File: src/rtl/tile_pkg.sv
// Shared types and defaults for the tile scan block.
// Lane i of any packed edge bus lives at [W*i +: W].
package tile_pkg;

    localparam int unsigned W_DEFAULT       = 18;
    localparam int unsigned N_EDGES_DEFAULT = 3;

    typedef enum logic {
        IDLE,
        RUN
    } state_e;

    function automatic int unsigned lane_lo(input int unsigned w, input int unsigned i);
        return w * i;
    endfunction

endpackage

File: src/rtl/tile_edge_step.sv
// N parallel W-bit edge-function adders (add or subtract) plus an inside test
// on the incoming values: inside when no lane has its sign bit set.
module tile_edge_step
    import tile_pkg::*;
#(
    parameter int unsigned W = W_DEFAULT,
    parameter int unsigned N = N_EDGES_DEFAULT
) (
    input  logic [W*N-1:0] e_i,
    input  logic [W*N-1:0] d_i,
    input  logic           sub_i,
    output logic [W*N-1:0] sum_o,
    output logic           inside_o
);

    logic [N-1:0] sign;

    for (genvar i = 0; i < N; i++) begin : g_lane
        localparam int unsigned Lo = lane_lo(W, i);
        assign sum_o[Lo +: W] = sub_i ? (e_i[Lo +: W] - d_i[Lo +: W])
                                      : (e_i[Lo +: W] + d_i[Lo +: W]);
        assign sign[i] = e_i[Lo + W - 1];
    end

    assign inside_o = ~|sign;

endmodule

File: src/rtl/tile_scan.sv
// Walks a TW x TH tile over N_EDGES edge functions, streaming one coverage sample per pixel.
// Define TILE_SCAN_SERPENTINE_EN for boustrophedon order (odd rows run right to left).
module tile_scan
    import tile_pkg::*;
#(
    parameter int unsigned W       = W_DEFAULT,
    parameter int unsigned N_EDGES = N_EDGES_DEFAULT,
    parameter int unsigned TW      = 8,
    parameter int unsigned TH      = 8,
    localparam int unsigned XB     = $clog2(TW),
    localparam int unsigned YB     = $clog2(TH),
    localparam int unsigned CB     = $clog2(TW * TH + 1)
) (
    input  logic                 clock,
    input  logic                 reset,
    input  logic                 start,
    output logic                 start_ready,
    input  logic [W*N_EDGES-1:0] a,
    input  logic [W*N_EDGES-1:0] b,
    input  logic [W*N_EDGES-1:0] c,
    input  logic                 abort,
    output logic                 pix_valid,
    input  logic                 pix_ready,
    output logic [XB-1:0]        pix_x,
    output logic [YB-1:0]        pix_y,
    output logic                 pix_inside,
    output logic                 pix_last,
    output logic                 done,
    output logic [CB-1:0]        cover_count
);

    localparam int unsigned LW = W * N_EDGES;
    localparam logic [XB-1:0] XMax = XB'(TW - 1);
    localparam logic [YB-1:0] YMax = YB'(TH - 1);

    state_e        state_q, state_d;
    logic [LW-1:0] a_q, a_d;
    logic [LW-1:0] b_q, b_d;
    logic [LW-1:0] e_q, e_d;
    logic [XB-1:0] x_q, x_d;
    logic [YB-1:0] y_q, y_d;
    logic [CB-1:0] cnt_q, cnt_d;
    logic [CB-1:0] cover_q, cover_d;
    logic          done_q, done_d;

    logic [LW-1:0] x_sum, y_sum;
    logic [LW-1:0] y_base;
    logic          x_sub;
    logic          y_inside_unused;
    logic          row_end;
    logic [XB-1:0] x_next;
    logic [XB-1:0] last_x;
    logic          xfer;

`ifdef TILE_SCAN_SERPENTINE_EN
    // Row advance steps straight down from the current pixel, so no row-start copy is kept.
    assign y_base  = e_q;
    assign x_sub   = y_q[0];
    assign row_end = y_q[0] ? (x_q == '0) : (x_q == XMax);
    assign x_next  = y_q[0] ? (x_q - XB'(1)) : (x_q + XB'(1));
    assign last_x  = (((TH - 1) % 2) == 1) ? '0 : XMax;
`else
    logic [LW-1:0] e0_q, e0_d;

    assign y_base  = e0_q;
    assign x_sub   = 1'b0;
    assign row_end = (x_q == XMax);
    assign x_next  = x_q + XB'(1);
    assign last_x  = XMax;
`endif

    tile_edge_step #(
        .W (W),
        .N (N_EDGES)
    ) u_x_step (
        .e_i      (e_q),
        .d_i      (a_q),
        .sub_i    (x_sub),
        .sum_o    (x_sum),
        .inside_o (pix_inside)
    );

    tile_edge_step #(
        .W (W),
        .N (N_EDGES)
    ) u_y_step (
        .e_i      (y_base),
        .d_i      (b_q),
        .sub_i    (1'b0),
        .sum_o    (y_sum),
        .inside_o (y_inside_unused)
    );

    assign pix_valid   = (state_q == RUN);
    assign start_ready = (state_q == IDLE);
    assign pix_x       = x_q;
    assign pix_y       = y_q;
    assign pix_last    = pix_valid && (x_q == last_x) && (y_q == YMax);
    assign done        = done_q;
    assign cover_count = cover_q;
    assign xfer        = pix_valid && pix_ready;

    always_comb begin
        state_d = state_q;
        a_d     = a_q;
        b_d     = b_q;
        e_d     = e_q;
        x_d     = x_q;
        y_d     = y_q;
        cnt_d   = cnt_q;
        cover_d = cover_q;
        done_d  = 1'b0;
`ifndef TILE_SCAN_SERPENTINE_EN
        e0_d    = e0_q;
`endif
        unique case (state_q)
            IDLE: begin
                if (start) begin
                    a_d     = a;
                    b_d     = b;
                    e_d     = c;
`ifndef TILE_SCAN_SERPENTINE_EN
                    e0_d    = c;
`endif
                    x_d     = '0;
                    y_d     = '0;
                    cnt_d   = '0;
                    state_d = RUN;
                end
            end
            RUN: begin
                // abort wins over a transfer in the same cycle
                if (abort) begin
                    state_d = IDLE;
                end else if (xfer) begin
                    cnt_d = cnt_q + CB'(pix_inside);
                    if (!row_end) begin
                        e_d = x_sum;
                        x_d = x_next;
                    end else if (y_q != YMax) begin
                        e_d = y_sum;
`ifndef TILE_SCAN_SERPENTINE_EN
                        e0_d = y_sum;
                        x_d  = '0;
`endif
                        y_d = y_q + YB'(1);
                    end else begin
                        state_d = IDLE;
                        done_d  = 1'b1;
                        cover_d = cnt_q + CB'(pix_inside);
                    end
                end
            end
            default: state_d = IDLE;
        endcase
    end

    always_ff @(posedge clock or posedge reset) begin
        if (reset) begin
            state_q <= IDLE;
            a_q     <= '0;
            b_q     <= '0;
            e_q     <= '0;
            x_q     <= '0;
            y_q     <= '0;
            cnt_q   <= '0;
            cover_q <= '0;
            done_q  <= 1'b0;
`ifndef TILE_SCAN_SERPENTINE_EN
            e0_q    <= '0;
`endif
        end else begin
            state_q <= state_d;
            a_q     <= a_d;
            b_q     <= b_d;
            e_q     <= e_d;
            x_q     <= x_d;
            y_q     <= y_d;
            cnt_q   <= cnt_d;
            cover_q <= cover_d;
            done_q  <= done_d;
`ifndef TILE_SCAN_SERPENTINE_EN
            e0_q    <= e0_d;
`endif
        end
    end

endmodule

File: config.mk
export PLATFORM = sky130hd
export DESIGN_NAME = tile_scan
export DESIGN_NICKNAME = d
export VERILOG_FILES = /design/src/rtl/tile_pkg.sv /design/src/rtl/tile_edge_step.sv /design/src/rtl/tile_scan.sv
export SDC_FILE = /design/constraint.sdc
export NUM_CORES = 1
export LEC_CHECK = 0
export ABC_CLOCK_PERIOD_IN_PS = 8000
export BUFFER_PORTS_ARGS = -buffer_cell sky130_fd_sc_hd__buf_2
export CAP_MARGIN = 15
export CORE_UTILIZATION = 54
export CTS_CLUSTER_DIAMETER = 100
export DETAILED_ROUTE_END_ITERATION = 8
export PLACE_DENSITY = 0.89
export SETUP_SLACK_MARGIN = 0.3
export SYNTH_ARGS = -nofsm -noshare
export SYNTH_HDL_FRONTEND = slang
export SYNTH_SLANG_ARGS = --single-unit
File: constraint.sdc
create_clock -name clock -period 8 [get_ports clock]
set_input_delay 1.2 -clock clock [delete_from_list [all_inputs] [get_ports clock]]
set_output_delay 1.2 -clock clock [all_outputs]
set_load 0.05 [all_outputs]
==> run_results.csv <==
group,metric,value,unit
logic_synthesis,synth_nets,2046,
logic_synthesis,avgSynthCellArea,8.45,µm²
place,hpwl,31600,µm
finish,fill_cells,2245,
logic_synthesis,async_flop_share,100,%
drt,initialDrtViolationCount,1617,
worst_setup_path,cpMostUsedCell,"inv_1",
sta,rsz0062_at_grt,"no",
pwr,p_leak,8.43,nW
finish,multi_input_area,0.00857,mm²
clock_network,ctsResizeCount,0,
logic_synthesis,synthXorXnorAreaFrac,5.23,%
clock_network,cts_tree,"yes",
clock_network,clockBufferDepth,3,
finish,regArea,0.00596,mm²
worst_hold_path,hold_path.class,"reg -> reg",
worst_setup_path,timing.rr.end,"e_q[35]",
clock_network,numCtsBuffers,27,
clock_network,clkTransAtPathRegs,60,ps
finish,drive_above_1_share,14.3,%
sta,setup_viol,0,
worst_setup_path,r2r_slack,3850,ps
logic_synthesis,ys.flop_type,"dfrtp_1",
worst_setup_path,end_kind,"output pin",
pwr,power_density,397,mW/mm²
outcome,outcome,"finished, final reports clean",
global_routing,antenna_found_initial,0,
worst_setup_path,r2r-start,"pix_x[0]",
logic_synthesis,synth_top_area_cell,"dfrtp_1",
finish,area_delta_synth_final,14.0,%
drt,routed_wl,43600,µm
logic_synthesis,synth_compound_area_share,19.1,%
pwr,total_power,6.75,mW
worst_setup_path,cp.arrival,3030,ps
logic_synthesis,synthAdderAreaFrac,9.87,%
finish,diodes,0,
sta,fin_worst_hold_slack,483,ps
logic_synthesis,yosys-mux-area-fraction,2.77,%
sta,tns,0,ps
sta,hold_viol,0,
place,io_buffers,184,
global_routing,grt_pass1_wl,69000,µm
place,gp_congestion,0.970,
global_routing,grt_pass1_vias,12900,
logic_synthesis,synth_top_family_by_area,"simple AND/OR/NAND/NOR gates",
global_routing,grt_usage,30.7,%
worst_setup_path,start_kind,"register",
run,drv_cap,0,
place,place_area,0.0161,mm²
sta,slew-limit-headroom,18.6,%
floorplanning,fp-row-count,60,
worst_setup_path,crit_path_max_fanout,20,
worst_setup_path,worstSetupEndpoint,"pix_last",
worst_setup_path,cp.required,6800,ps
logic_synthesis,ys_ff_latch,238,
drt,via_count,13700,
finish,fin_util,62.9,%
sta,min_period,4230,ps
global_routing,grt_overflow_total,0,
worst_setup_path,crit_type,"reg -> out",
logic_synthesis,yosysSeqAreaShare,39.9,%
clock_network,ctsRootBufferMaster,"clkbuf_16",
worst_setup_path,cp-startpoint,"pix_x[0]",
finish,nNetsFinal,2195,
logic_synthesis,netlist_top_cells_area,"dfrtp_1, nand2_1, ha_1, a21oi_1, o21ai_0",
drt,drc,0,
logic_synthesis,synthSimpleGateAreaFrac,20.3,%
logic_synthesis,synth_top_area_share,39.9,%
logic_synthesis,ys_warn_count,0,
logic_synthesis,synth.distinct_cells,69,
floorplanning,ios,185,
logic_synthesis,synth_edf_count,0,
pwr,ir_drop,0.000188,V
sta,maxSlewViolCount,0,
global_routing,grt_start_max_net_pins,93,
floorplanning,core_area,0.0270,mm²
logic_synthesis,netlist_instances,1765,
drt,antenna_left,0,
clock_network,htreeDepth,1,
logic_synthesis,syn-cell-area,0.0149,mm²
drt,avgViaCountPerCell,6.02,
worst_setup_path,path_cells,"ha_1 > ha_2 > inv_1 > nor2_1 > nand2_1 > inv_1 > buf_2",
floorplanning,die_w,168,µm
floorplanning,design.die.area,0.0283,mm²
floorplanning,fp.dieH,168,µm
worst_setup_path,r2r_cells,12,
sta,fmax,0.236,GHz
clock_network,ctsHoldBuffers,0,
sta,finClkSkew,20.2,ps
drt,wire_per_inst,19.2,µm
clock_network,cts_setup_buffers,0,
sta,worstMarginPinSlew,1220,ps
worst_setup_path,critPathMaxStageDelay,580,ps
sta,post-route-period-util,52.9,%
worst_setup_path,crit_path_top_delay_cell,"nor2_1",
drt,first_pass_iters,6,
finish,stdcell_area,0.0170,mm²
clock_network,worstSkewPairLatency,560,ps
floorplanning,start_util,55.2,%
clock_network,clkSinkCount,238,
## cell usage in the layout, fill, tap and decap left out, types with 4 or more instances in the layout
master	count
clkinv_2	8
nor2b_1	24
xnor2_1	55
nand2b_1	17
and3_1	16
o21a_1	20
a21o_1	32
o31a_1	4
o21ai_0	112
nand2_1	438
a31o_2	4
mux2i_1	39
a211oi_1	17
dfrtp_1	237
a211oi_2	4
nand3_1	27
buf_2	184
o21ai_1	11
o211ai_1	23
nand3b_1	4
clkbuf_1	4
fa_1	6
nor2_1	136
xor2_1	34
nor3_1	27
o22ai_1	7
inv_1	33
a31oi_1	9
clkbuf_16	27
or3_1	9
a21oi_1	146
ha_1	107
o31ai_1	7
buf_4	12
o21bai_1	8
## worst max-delay path: cells and delay by family, from the launching register on
kind,cells,cell delay [ps]
buffers and inverters,3,890
flip-flops,1,390
AND/OR/NAND/NOR,2,850
adder cells (fa/ha/maj),2,350
## per-layer routing
metal / up-vias / routed length (µm) / track usage (%)
li1: 6425 / - / -
met1: 6425 / 18700 / 43.9
met2: 740 / 18400 / 45.5
met3: 107 / 4910 / 7.12
met4: 0 / 1670 / 11.4
met5: - / 0 / 0
## worst min path at each step
stage / start / to / slack, ps / cells after the start
3_3_place_gp: e_q[34] / e_q[34] / 470 / 2
4_1_cts: a_q[42] / a_q[42] / 490 / 2
6_report: a_q[42] / a_q[42] / 480 / 2
5_1_grt: a_q[36] / a_q[36] / 510 / 2
2_1_floorplan: a_q[0] / a_q[0] / 450 / 2
3_5_place_dp: a_q[22] / a_q[22] / 470 / 2
## logic make-up after synthesis
family          Yosys count
fa+ha+maj               114
buf+inv                 110
compound gates          453
simple gates            720
flops                   238
xor+xnor                 89
mux                      41
## Yosys cell counts (all sizes together), types with 3 or more instances
master  number
a21o        34
fa           6
nand3b       4
a41oi        4
xor2        34
o211a        3
o21a        20
mux2i       39
a31o         4
a21oi      148
and2         3
a221oi       4
nor3b        3
nor3        27
or3          9
o31ai        7
and3        16
nor2b       25
a211oi      21
xnor2       55
a31oi        9
or2          3
buf         13
nor2       138
o211ai      23
a211o        3
nand3       27
ha         108
nand2      439
nand4        3
o22ai        8
a221o        3
dfrtp      238
o31a         4
nand2b      17
a311oi       3
o21ai      125
clkbuf      63
o21bai       8
inv         34
o221a        3
## metrics by stage
| stage | worst slack (ps) | std cells |
|---|---|---|
| 4_1_cts | 3870 | 2275 |
| 2_1_floorplan | 3680 | 1765 |
| 6_report | 3770 | 2275 |
| 5_1_grt | 3700 | 2275 |
| 3_3_place_gp | 3930 | 2226 |
| 3_5_place_dp | 3780 | 2226 |
## state kept, by name, summed over array words and instances (netlist names)
register / cells
a_q: 54
b_q: 54
pix_x: 3
pix_valid: 1
pix_y: 3
done: 1
e_q: 54
cnt_q: 7
e0_q: 54
cover_count: 7
## where the power goes
part           switching (mW)  leakage (nW)  internal [mW]
sequential              0.299          2.90           1.58
combinational            2.15          5.08           1.45
clock                   0.522         0.446          0.744
total                    2.98          8.43           3.78
## area by class of cell
type / count / area share, %
Multi-Input combinational cell: 1417 / 50.4
Sequential cell: 238 / 35.1
Timing Repair Buffer: 196 / 5.95
Clock buffer: 34 / 4.31
Tap cell: 341 / 2.51
Clock inverter: 15 / 0.964
Inverter: 34 / 0.773
Note: power is estimated with default switching activity, not from simulation.
